`config.mk`:
```
export PLATFORM = sky130hd
export DESIGN_NAME = fetch_unit
export DESIGN_NICKNAME = d
export VERILOG_FILES = /design/src/rtl/fetch_pkg.sv /design/src/rtl/fetch_fifo.sv /design/src/rtl/fetch_unit.sv
export SDC_FILE = /design/constraint.sdc
export NUM_CORES = 1
export LEC_CHECK = 0
export BUFFER_PORTS_ARGS = -buffer_cell sky130_fd_sc_hd__buf_2
export CORE_MARGIN = 2
export CORE_UTILIZATION = 45
export CTS_CLUSTER_DIAMETER = 40
export DETAILED_ROUTE_END_ITERATION = 10
export MAX_ROUTING_LAYER = met4
export PLACE_DENSITY_LB_ADDON = 0.2
export SKIP_CTS_REPAIR_TIMING = 1
export SLEW_MARGIN = 20
export SYNTH_ARGS = -nofsm -noshare
export SYNTH_HDL_FRONTEND = slang
export SYNTH_SLANG_ARGS = --single-unit
export TNS_END_PERCENT = 30
```
`constraint.sdc`:
```
create_clock -name clk -period 10.36 [get_ports clk]
set_input_delay 2.072 -clock clk [delete_from_list [all_inputs] [get_ports clk]]
set_output_delay 2.072 -clock clk [all_outputs]
set_load 0.005 [all_outputs]
```
`src/rtl/fetch_pkg.sv`:
```
// Shared types for the instruction-fetch stage: FSM state encoding and FIFO entry layout.
// The entry carries a misalign bit that is only ever set when FETCH_MISALIGN_CHECK_EN is defined.
package fetch_pkg;

    localparam int INSTR_BYTES = 4;
    localparam int PC_MAX_W    = 32;

    typedef enum logic [1:0] {
        IDLE = 2'd0,
        WAIT = 2'd1,
        DROP = 2'd2
    } fetch_state_e;

    // pc is sized for the widest supported PC; the top keeps only PC_WIDTH bits
    typedef struct packed {
        logic [PC_MAX_W-1:0] pc;
        logic [31:0]         instr;
        logic                misalign;
    } fetch_entry_t;

endpackage

```
`src/rtl/fetch_fifo.sv`:
```
// Instruction FIFO with push/pop/clear; head is a registered copy so it holds its value when empty.
// Push and pop in the same cycle are accepted, including when full.
module fetch_fifo
    import fetch_pkg::*;
#(
    parameter int BUF_DEPTH = 2
) (
    input  logic                         clk,
    input  logic                         rst,
    input  logic                         push,
    input  fetch_entry_t                 push_data,
    input  logic                         pop,
    input  logic                         clear,
    output logic [$clog2(BUF_DEPTH):0]   count,
    output fetch_entry_t                 head
);

    localparam int PTR_W = $clog2(BUF_DEPTH);
    localparam int CNT_W = PTR_W + 1;

    fetch_entry_t     mem_q [BUF_DEPTH];
    fetch_entry_t     mem_d [BUF_DEPTH];
    logic [PTR_W-1:0] rd_ptr_q, rd_ptr_d;
    logic [PTR_W-1:0] wr_ptr_q, wr_ptr_d;
    logic [CNT_W-1:0] count_q, count_d;
    logic [CNT_W-1:0] count_mid;
    fetch_entry_t     head_q, head_d;
    logic             do_pop;
    logic             do_push;

    always_comb begin
        mem_d     = mem_q;
        rd_ptr_d  = rd_ptr_q;
        wr_ptr_d  = wr_ptr_q;
        count_d   = count_q;
        head_d    = head_q;
        do_pop    = pop && (count_q != '0);
        count_mid = count_q - CNT_W'(do_pop);
        do_push   = push && (count_mid < CNT_W'(BUF_DEPTH));
        if (clear) begin
            rd_ptr_d = '0;
            wr_ptr_d = '0;
            count_d  = '0;
        end else begin
            if (do_push) begin
                mem_d[wr_ptr_q] = push_data;
                wr_ptr_d        = wr_ptr_q + PTR_W'(1);
            end
            if (do_pop) begin
                rd_ptr_d = rd_ptr_q + PTR_W'(1);
            end
            count_d = count_mid + CNT_W'(do_push);
            // next head: an already-stored entry, or the incoming one when it lands in an empty FIFO
            if (count_mid != '0) begin
                head_d = mem_q[rd_ptr_d];
            end else if (do_push) begin
                head_d = push_data;
            end
        end
    end

    always_ff @(posedge clk or posedge rst) begin
        if (rst) begin
            for (int i = 0; i < BUF_DEPTH; i++) begin
                mem_q[i] <= '0;
            end
            rd_ptr_q <= '0;
            wr_ptr_q <= '0;
            count_q  <= '0;
            head_q   <= '0;
        end else begin
            for (int i = 0; i < BUF_DEPTH; i++) begin
                mem_q[i] <= mem_d[i];
            end
            rd_ptr_q <= rd_ptr_d;
            wr_ptr_q <= wr_ptr_d;
            count_q  <= count_d;
            head_q   <= head_d;
        end
    end

    assign count = count_q;
    assign head  = head_q;

endmodule

```
`src/rtl/fetch_unit.sv`:
```
// Instruction-fetch stage: owns the PC, keeps one imem request outstanding, buffers results for decode.
// Optional FETCH_MISALIGN_CHECK_EN adds if_misalign and word-aligns redirect targets.
module fetch_unit
    import fetch_pkg::*;
#(
    parameter int          PC_WIDTH  = 9,
    parameter int          BUF_DEPTH = 2,
    parameter int unsigned RESET_PC  = 0
) (
    input  logic                clk,
    input  logic                reset,
    input  logic                PCSel,
    input  logic [31:0]         PCBranch,
    output logic                imem_req,
    output logic [PC_WIDTH-1:0] imem_addr,
    input  logic                imem_rvalid,
    input  logic [31:0]         imem_rdata,
    output logic                if_valid,
    input  logic                if_ready,
    output logic [PC_WIDTH-1:0] if_pc,
    output logic [31:0]         if_instr
`ifdef FETCH_MISALIGN_CHECK_EN
    ,
    output logic                if_misalign
`endif
);

    localparam int CNT_W = $clog2(BUF_DEPTH) + 1;

    fetch_state_e        state_q, state_d;
    logic [PC_WIDTH-1:0] pc_q, pc_d;
    logic                req_q, req_d;
    logic [PC_WIDTH-1:0] addr_q, addr_d;
    logic [PC_WIDTH-1:0] target;
    logic                push;
    logic                pop;
    logic                clear;
    logic                issue;
    logic [CNT_W-1:0]    count;
    logic [CNT_W:0]      fill_idle;
    logic [CNT_W:0]      fill_wait;
    logic                room_idle;
    logic                room_wait;
    fetch_entry_t        push_entry;
    fetch_entry_t        head;

`ifdef FETCH_MISALIGN_CHECK_EN
    logic mis_q, mis_d;
    assign target = {PCBranch[PC_WIDTH-1:2], 2'b00};
`else
    assign target = PCBranch[PC_WIDTH-1:0];
`endif

    assign pop = if_valid & if_ready;

    // occupancy after this cycle's push/pop decides whether another request may go out
    assign fill_idle = {1'b0, count} - (CNT_W+1)'(pop);
    assign fill_wait = {1'b0, count} + (CNT_W+1)'(1) - (CNT_W+1)'(pop);
    assign room_idle = fill_idle < (CNT_W+1)'(BUF_DEPTH);
    assign room_wait = fill_wait < (CNT_W+1)'(BUF_DEPTH);

    always_comb begin
        state_d = state_q;
        pc_d    = pc_q;
        req_d   = 1'b0;
        addr_d  = addr_q;
        push    = 1'b0;
        clear   = 1'b0;
        issue   = 1'b0;
`ifdef FETCH_MISALIGN_CHECK_EN
        mis_d   = mis_q;
`endif
        if (PCSel) begin
            clear = 1'b1;
            pc_d  = target;
`ifdef FETCH_MISALIGN_CHECK_EN
            mis_d = |PCBranch[1:0];
`endif
            if (state_q == WAIT) begin
                state_d = imem_rvalid ? IDLE : DROP;
            end else if (state_q == DROP && imem_rvalid) begin
                state_d = IDLE;
            end
        end else begin
            case (state_q)
                IDLE: begin
                    issue = room_idle;
                end
                WAIT: begin
                    if (imem_rvalid) begin
                        push    = 1'b1;
                        state_d = IDLE;
                        issue   = room_wait;
`ifdef FETCH_MISALIGN_CHECK_EN
                        mis_d   = 1'b0;
`endif
                    end
                end
                DROP: begin
                    if (imem_rvalid) begin
                        state_d = IDLE;
                    end
                end
                default: state_d = IDLE;
            endcase
            if (issue) begin
                req_d   = 1'b1;
                addr_d  = pc_q;
                pc_d    = pc_q + PC_WIDTH'(INSTR_BYTES);
                state_d = WAIT;
            end
        end
    end

    always_ff @(posedge clk or posedge reset) begin
        if (reset) begin
            state_q <= IDLE;
            pc_q    <= PC_WIDTH'(RESET_PC);
            req_q   <= 1'b0;
            addr_q  <= PC_WIDTH'(RESET_PC);
`ifdef FETCH_MISALIGN_CHECK_EN
            mis_q   <= 1'b0;
`endif
        end else begin
            state_q <= state_d;
            pc_q    <= pc_d;
            req_q   <= req_d;
            addr_q  <= addr_d;
`ifdef FETCH_MISALIGN_CHECK_EN
            mis_q   <= mis_d;
`endif
        end
    end

    // the outstanding request's address is the PC recorded with its response
    always_comb begin
        push_entry          = '0;
        push_entry.pc       = PC_MAX_W'(addr_q);
        push_entry.instr    = imem_rdata;
`ifdef FETCH_MISALIGN_CHECK_EN
        push_entry.misalign = mis_q;
`else
        push_entry.misalign = 1'b0;
`endif
    end

    fetch_fifo #(
        .BUF_DEPTH (BUF_DEPTH)
    ) u_fifo (
        .clk       (clk),
        .rst       (reset),
        .push      (push),
        .push_data (push_entry),
        .pop       (pop),
        .clear     (clear),
        .count     (count),
        .head      (head)
    );

    assign imem_req  = req_q;
    assign imem_addr = addr_q;
    assign if_valid  = (count != '0);
    assign if_pc     = head.pc[PC_WIDTH-1:0];
    assign if_instr  = head.instr;
`ifdef FETCH_MISALIGN_CHECK_EN
    assign if_misalign = head.misalign;
`endif

endmodule

```
### Word-level counts from Yosys, hierarchy flattened

Cells that the tools add are included.

| storage, ports and cells | value |
|---|---|
| register bits | 196 |
| input bits | 69 |
| output and inout bits | 52 |
| logic and storage cells | 86 |

| cells by class | value |
|---|---|
| add/sub/neg operators | 8 |
| magnitude comparators | 6 |
| equality and inequality tests | 5 |
| multiplexer cells | 32 |
| bitwise gates (word level) | 5 |
| reductions and logical operators | 15 |

Operator list:

| cell | number |
|---|---|
| $mux 42 | 5 |
| $bwmux 130 | 1 |
| $demux 65 s1 | 1 |
| $mux 65 | 1 |
| $mux 9 | 2 |
| $mux 2 | 7 |
| $mux 1 | 13 |
| $reduce_bool 2->1 | 5 |
| $add 9x3->9 const B | 1 |
| $lt 3x2->1 const B | 2 |
| $reduce_and 2->1 | 3 |
| $ge 2x2->1 const B | 2 |
| $logic_and 1x1->1 | 4 |
| $ne 4x1->1 const B | 1 |
| $not 1->2 | 2 |
| $pmux 2 s2 | 1 |
| $add 2x1->3 const B | 1 |
| $ne 3x1->1 const B | 1 |
| $ne 3x3->1 const B | 1 |
| $reduce_and 3->1 | 1 |
| $sub 2x1->3 | 1 |
| $sub 3x1->3 | 1 |
| $add 1x1->1 const B | 2 |
| $add 2x1->2 | 1 |
| other kinds (10) | 11 |

### Longest topological paths before layout

| depth | value |
|---|---|
| depth in word-level cells | 10 |
| gate-level depth with buffers | 10 |
| depth with buffers taken out | 7 |

### Modules after synthesis

A second synthesis with hierarchy kept.

| second synthesis, totals | value |
|---|---|
| cells, all modules | 699 |
| area total of the unflattened synthesis | 9,587.9 um2 |

By module, submodules not included:

| module | instances | cells each | area each (um2) | sequential area each (um2) |
|---|---|---|---|---|
| fetch_fifo | 1 | 589 | 8,404.3 | 4,979.8 |
| fetch_unit | 1 | 110 | 1,183.6 | 525.5 |

### Least setup slack after synthesis

Ideal clock, no wire load.

| timing path | value |
|---|---|
| path type | input -> register |
| from | in if_ready |
| to | reg u_fifo.mem_q[96] in the netlist's numbering |
| setup time | 0.125 ns |
| arrival time | 3.605 ns |
| required time | 10.235 ns |
| setup slack | 6.631 ns |
| cell stages on the path | 8 |
| path buffers | 2 |
| cell sequence | o21a_4 ha_1 xnor2_4 nor3b_2 nor2b_1 buf_4 buf_6 mux2_2 |

| between the ends | value |
|---|---|
| cells in the longest elaborated chain, start to end | 6 |

RTL lines:

| what | RTL line | text |
|---|---|---|
| start, declared | fetch_unit.sv:19 | `input logic if_ready,` |
| $and 1x1->1 | fetch_unit.sv:54 | `assign pop = if_valid & if_ready;` |
| $logic_and 1x1->1 | fetch_fifo.sv:37 | `do_pop = pop && (count_q != '0);` |
| $sub 2x1->2 | fetch_fifo.sv:38 | `count_mid = count_q - CNT_W'(do_pop);` |
| $lt 2x2->1 | fetch_fifo.sv:39 | `do_push = push && (count_mid < CNT_W'(BUF_DEPTH));` |
| $logic_and 1x1->1 | fetch_fifo.sv:39 |  |
| $reduce_and 2->1 (no line) | -- |  |
| end signal, assigned by index | fetch_fifo.sv:73 | `mem_q[i] <= mem_d[i];` |
| end, declared | fetch_fifo.sv:21 | `fetch_entry_t mem_q [BUF_DEPTH];` |

Every way passes these cells.
A chain may end at the register's enable or synchronous reset.

### Final worst setup path

| timing path | value |
|---|---|
| from | in if_ready |
| to | reg u_fifo.head_q (netlist bit u_fifo.head[2]) |

| between the ends | value |
|---|---|
| cells in the longest elaborated chain, start to end | 9 |
| elaborated cells between the ends (all ways) | 15 |
| those cells by class | add/sub (1); order compare (1); mux (6); bitwise (2); reduce/logical (5) |

RTL lines:

| what | RTL line | text |
|---|---|---|
| $and 1x1->1 * | fetch_unit.sv:54 |  |
| $logic_and 1x1->1 * | fetch_fifo.sv:37 |  |
| branches (longest 7 deep; another with $sub 2x1->2) | -- |  |
| end signal, assigned | fetch_fifo.sv:70 | `head_q <= '0;` |
| end signal, assigned | fetch_fifo.sv:78 | `head_q <= head_d;` |
| end, declared | fetch_fifo.sv:27 | `fetch_entry_t head_q, head_d;` |

Mark *: on every way between the ends. The select of a mux whose other input is x is not followed.

==> out/results.tsv <==
stage	metric	value	unit
status	outcome	complete, no violations	
power	Clk network pwr share	23.0	%
clock_network	TritonCTS Buffers	17	
power	VDD IR max	0.192	mV
synth	number of synthesized flops with an enable pin	0	
sta	Final Hold Viols	0	
synth	post-synthesis average cell area	12.9	sq um
sta	Max Freq	216	MHz
floorplan	num rows	45	
global_routing	global-route wire length before repair	23.6	mm
sta	RSZ-0062 raised after global routing	no	
setup_path	crit-path cells	buf_2 -> o21a_4 -> ha_1 -> xnor2_4 -> and2_2 -> or2_2 -> o211ai_1	
min_path	Hold Startpoint	u_fifo.mem_q[104]	
sta	setup TNS	0	ps
synth	#FFs+latches synth	148	
setup_path	Worst R2R Start	u_fifo.count[1]	
place	port buffer count	97	
finish	most frequent cells in the layout	dfrtp_1 (148), buf_2 (97), mux2_2 (91), nand3_1 (46)	
sta	Setup Skew	12.5	ps
global_routing	initial antenna violation count	1	
synth	Syn Nets	610	
place	pre-CTS setup slack	5230	ps
drt	via count	4469	
drt	DR WL/cell	17.5	um
finish	nets@finish	696	
setup_path	endpoint type of the worst setup path	flop	
setup_path	Setup CP Type	in2reg	
power	internal power	1760	uW
place	placed insts	788	
power	Leakage	0.00380	uW
global_routing	Tot GR Track Use	19.3	%
setup_path	Critical Path Slowest Stage Cell	or2_2	
sta	worst slew pin tran	1070	ps
place	Final Wtd Congestion	0.775	
sta	worst rel slew slack	28.5	%
drt	via-per-instance ratio	5.44	
floorplan	io pins	121	
synth	synthesized cell area	6870	sq um
global_routing	largest net degree at the start of global routing	88	
global_routing	remaining global-route overflow	0	
sta	fin crit period	4620	ps
drt	post-route ant nets	0	
finish	area delta synth->final	17.1	%
setup_path	Max stage delay on crit path	980	ps
setup_path	crit-path max FO	42	
power	NetSw	955	uW
clock_network	CTS tree	yes	
sta	final worst slack	5740	ps
floorplan	DIE WIDTH	128	um
sta	period utilisation layout	44.6	%
clock_network	Root Buffer Master	clkbuf_16	
finish	leading cell type in the layout, fill and taps excluded	dfrtp_1	
floorplan	die height	128	um
floorplan	Die Area	16300	sq um
synth	ys flop type	dfrtp_1	
clock_network	CTS Sinks	148	
sta	Final Setup Violations	0	
synth	share of the yosys chip area belonging to registers	53.9	%
place	Detailed Place HPWL	8.70	mm
min_path	HP Class	reg2reg	
floorplan	Core ar.	15000	sq um
sta	final slew viol count	0	
drt	residual DRC count	0	
synth	synth unique cells	47	
drt	Initial DRT Pass Iterations	4	
finish	non-filler cells, final	821	
clock_network	Clock transition at path regs	60	ps
power	Seq pwr share	37.2	%
synth	Async SR Flop Fraction	100	%
power	Net Sw Frac	35.2	%
clock_network	Clock Latency Late Sink	420	ps
global_routing	number of global-route vias before repair	4608	
power	combinational share of power	39.8	%
setup_path	crit path from	if_ready	
clock_network	Max Buffers Root-to-Sink	2	
setup_path	nature of the critical path startpoint	input pin	
floorplan	Starting Density	45.7	%
sta	final hold slack	490	ps
drt	initial DRC count	326	
setup_path	Worst EP arrival	4880	ps
finish	share of cells above drive strength 1	38.8	%
clock_network	H-tree depth	4	
synth	Post-Synthesis Cells	533	
synth	warnings from Yosys	0	
drt	drt total wl	14.4	mm
setup_path	CP required	10620	ps
run	max cap viols	0	
power	Power Dens Cells	337	nW/um^2
[cells by family (layout without fill, tap and decap cells)]
family                     count (synthesis)  count (layout)  synth area share (%)
buffers and inverters                     42             141                  3.61
and+or+nand+nor                          130             130                  10.6
AOI/OAI and AO/OA                         62              62                  7.18
xor gates and xnor gates                   8               8                  1.84
DFF                                      148             148                  53.9
adders and majority gates                  8               8                  1.46
other                                      0               1                     0
muxes                                    135             135                  21.4
[final timing paths]
check	slack [ps]	cells after the start	to
max in group asynchronous	7280	3	u_fifo.mem_q[15]
min	490	1	u_fifo.mem_q[104]
max reg2reg	6780	6	u_fifo.head[2]
max	5740	7	u_fifo.head[2]
min in group asynchronous	1810	2	u_fifo.head[36]
min reg2reg	490	1	u_fifo.mem_q[104]
[metal layers]
layer  global-route usage [%]  part of all wire, %  up-vias
met2                     29.4                   47       81
li1                         -                    -     2086
met5                        -                    0        -
met3                     5.03                  4.4       16
met1                     25.2                   47     2286
met4                     6.40                  1.4        0
[worst max-delay path, delay by kind of cell]
family                     cells  cell delay, ps
xor gates and xnor gates       1             220
adders and majority gates      1             250
buffers and inverters          1             110
AOI/OAI and AO/OA              2             350
and+or+nand+nor                2            1870
[power by group through the flow]
stage / combinational (uW) / sequential, uW / clock (uW)
after floorplan: 831 / 978 / 0
after global routing: 1200 / 1040 / 662
after detailed placement: 1100 / 1020 / 0
final: 1080 / 1010 / 623
after CTS: 1100 / 1010 / 633
after global placement: 1070 / 1000 / 0
[cell usage after synthesis (2+ instances only)]
cell type	n	area, sq um
o211ai_1	41	308
mux2i_1	42	420
buf_6	10	113
nand2b_1	42	263
a21oi_1	2	10.0
dfrtp_1	148	3700
inv_1	7	26.3
clkbuf_1	15	56.3
nor3b_1	2	15.0
xnor2_4	3	82.6
nor2_1	5	18.8
a22oi_1	2	15.0
mux2_1	2	22.5
ha_1	8	100
o211ai_2	4	50.1
xor2_1	4	35.0
mux2_2	91	1020
nand3_1	46	230
nor2b_1	6	37.5
nand2_1	16	60.1
buf_2	8	40.0
o21ai_0	4	20.0
[area by class of cell]
class,instances,area (sq um)
diodes,1,2.50
clock buffers,24,512
clock inverters,8,96.3
fillers,1308,6990
inverters,7,31.3
multi-input cells,343,2940
flip-flops and latches,148,3700
well taps,188,235
repair buffers,102,523
[sequential cells by signal (all words and copies together), names as in the netlist]
| name | count |
|---|---|
| imem_req | 1 |
| u_fifo.head | 41 |
| state_q | 2 |
| u_fifo.count | 2 |
| u_fifo.rd_ptr_q | 1 |
| imem_addr | 9 |
| u_fifo.mem_q | 82 |
| pc_q | 9 |
| u_fifo.wr_ptr_q | 1 |
[stage by stage]
step | total power [uW] | utilization (%) | cell area, sq um
CTS | 2740 | 53.5 | 8040
finish | 2710 | 53.5 | 8040
floorplan | 1810 | - | 6870
detailed placement | 2120 | 49.4 | 7430
global route | 2900 | 53.5 | 8040
global placement | 2070 | 49.4 | 7430
(Power assumes the default switching activity.)
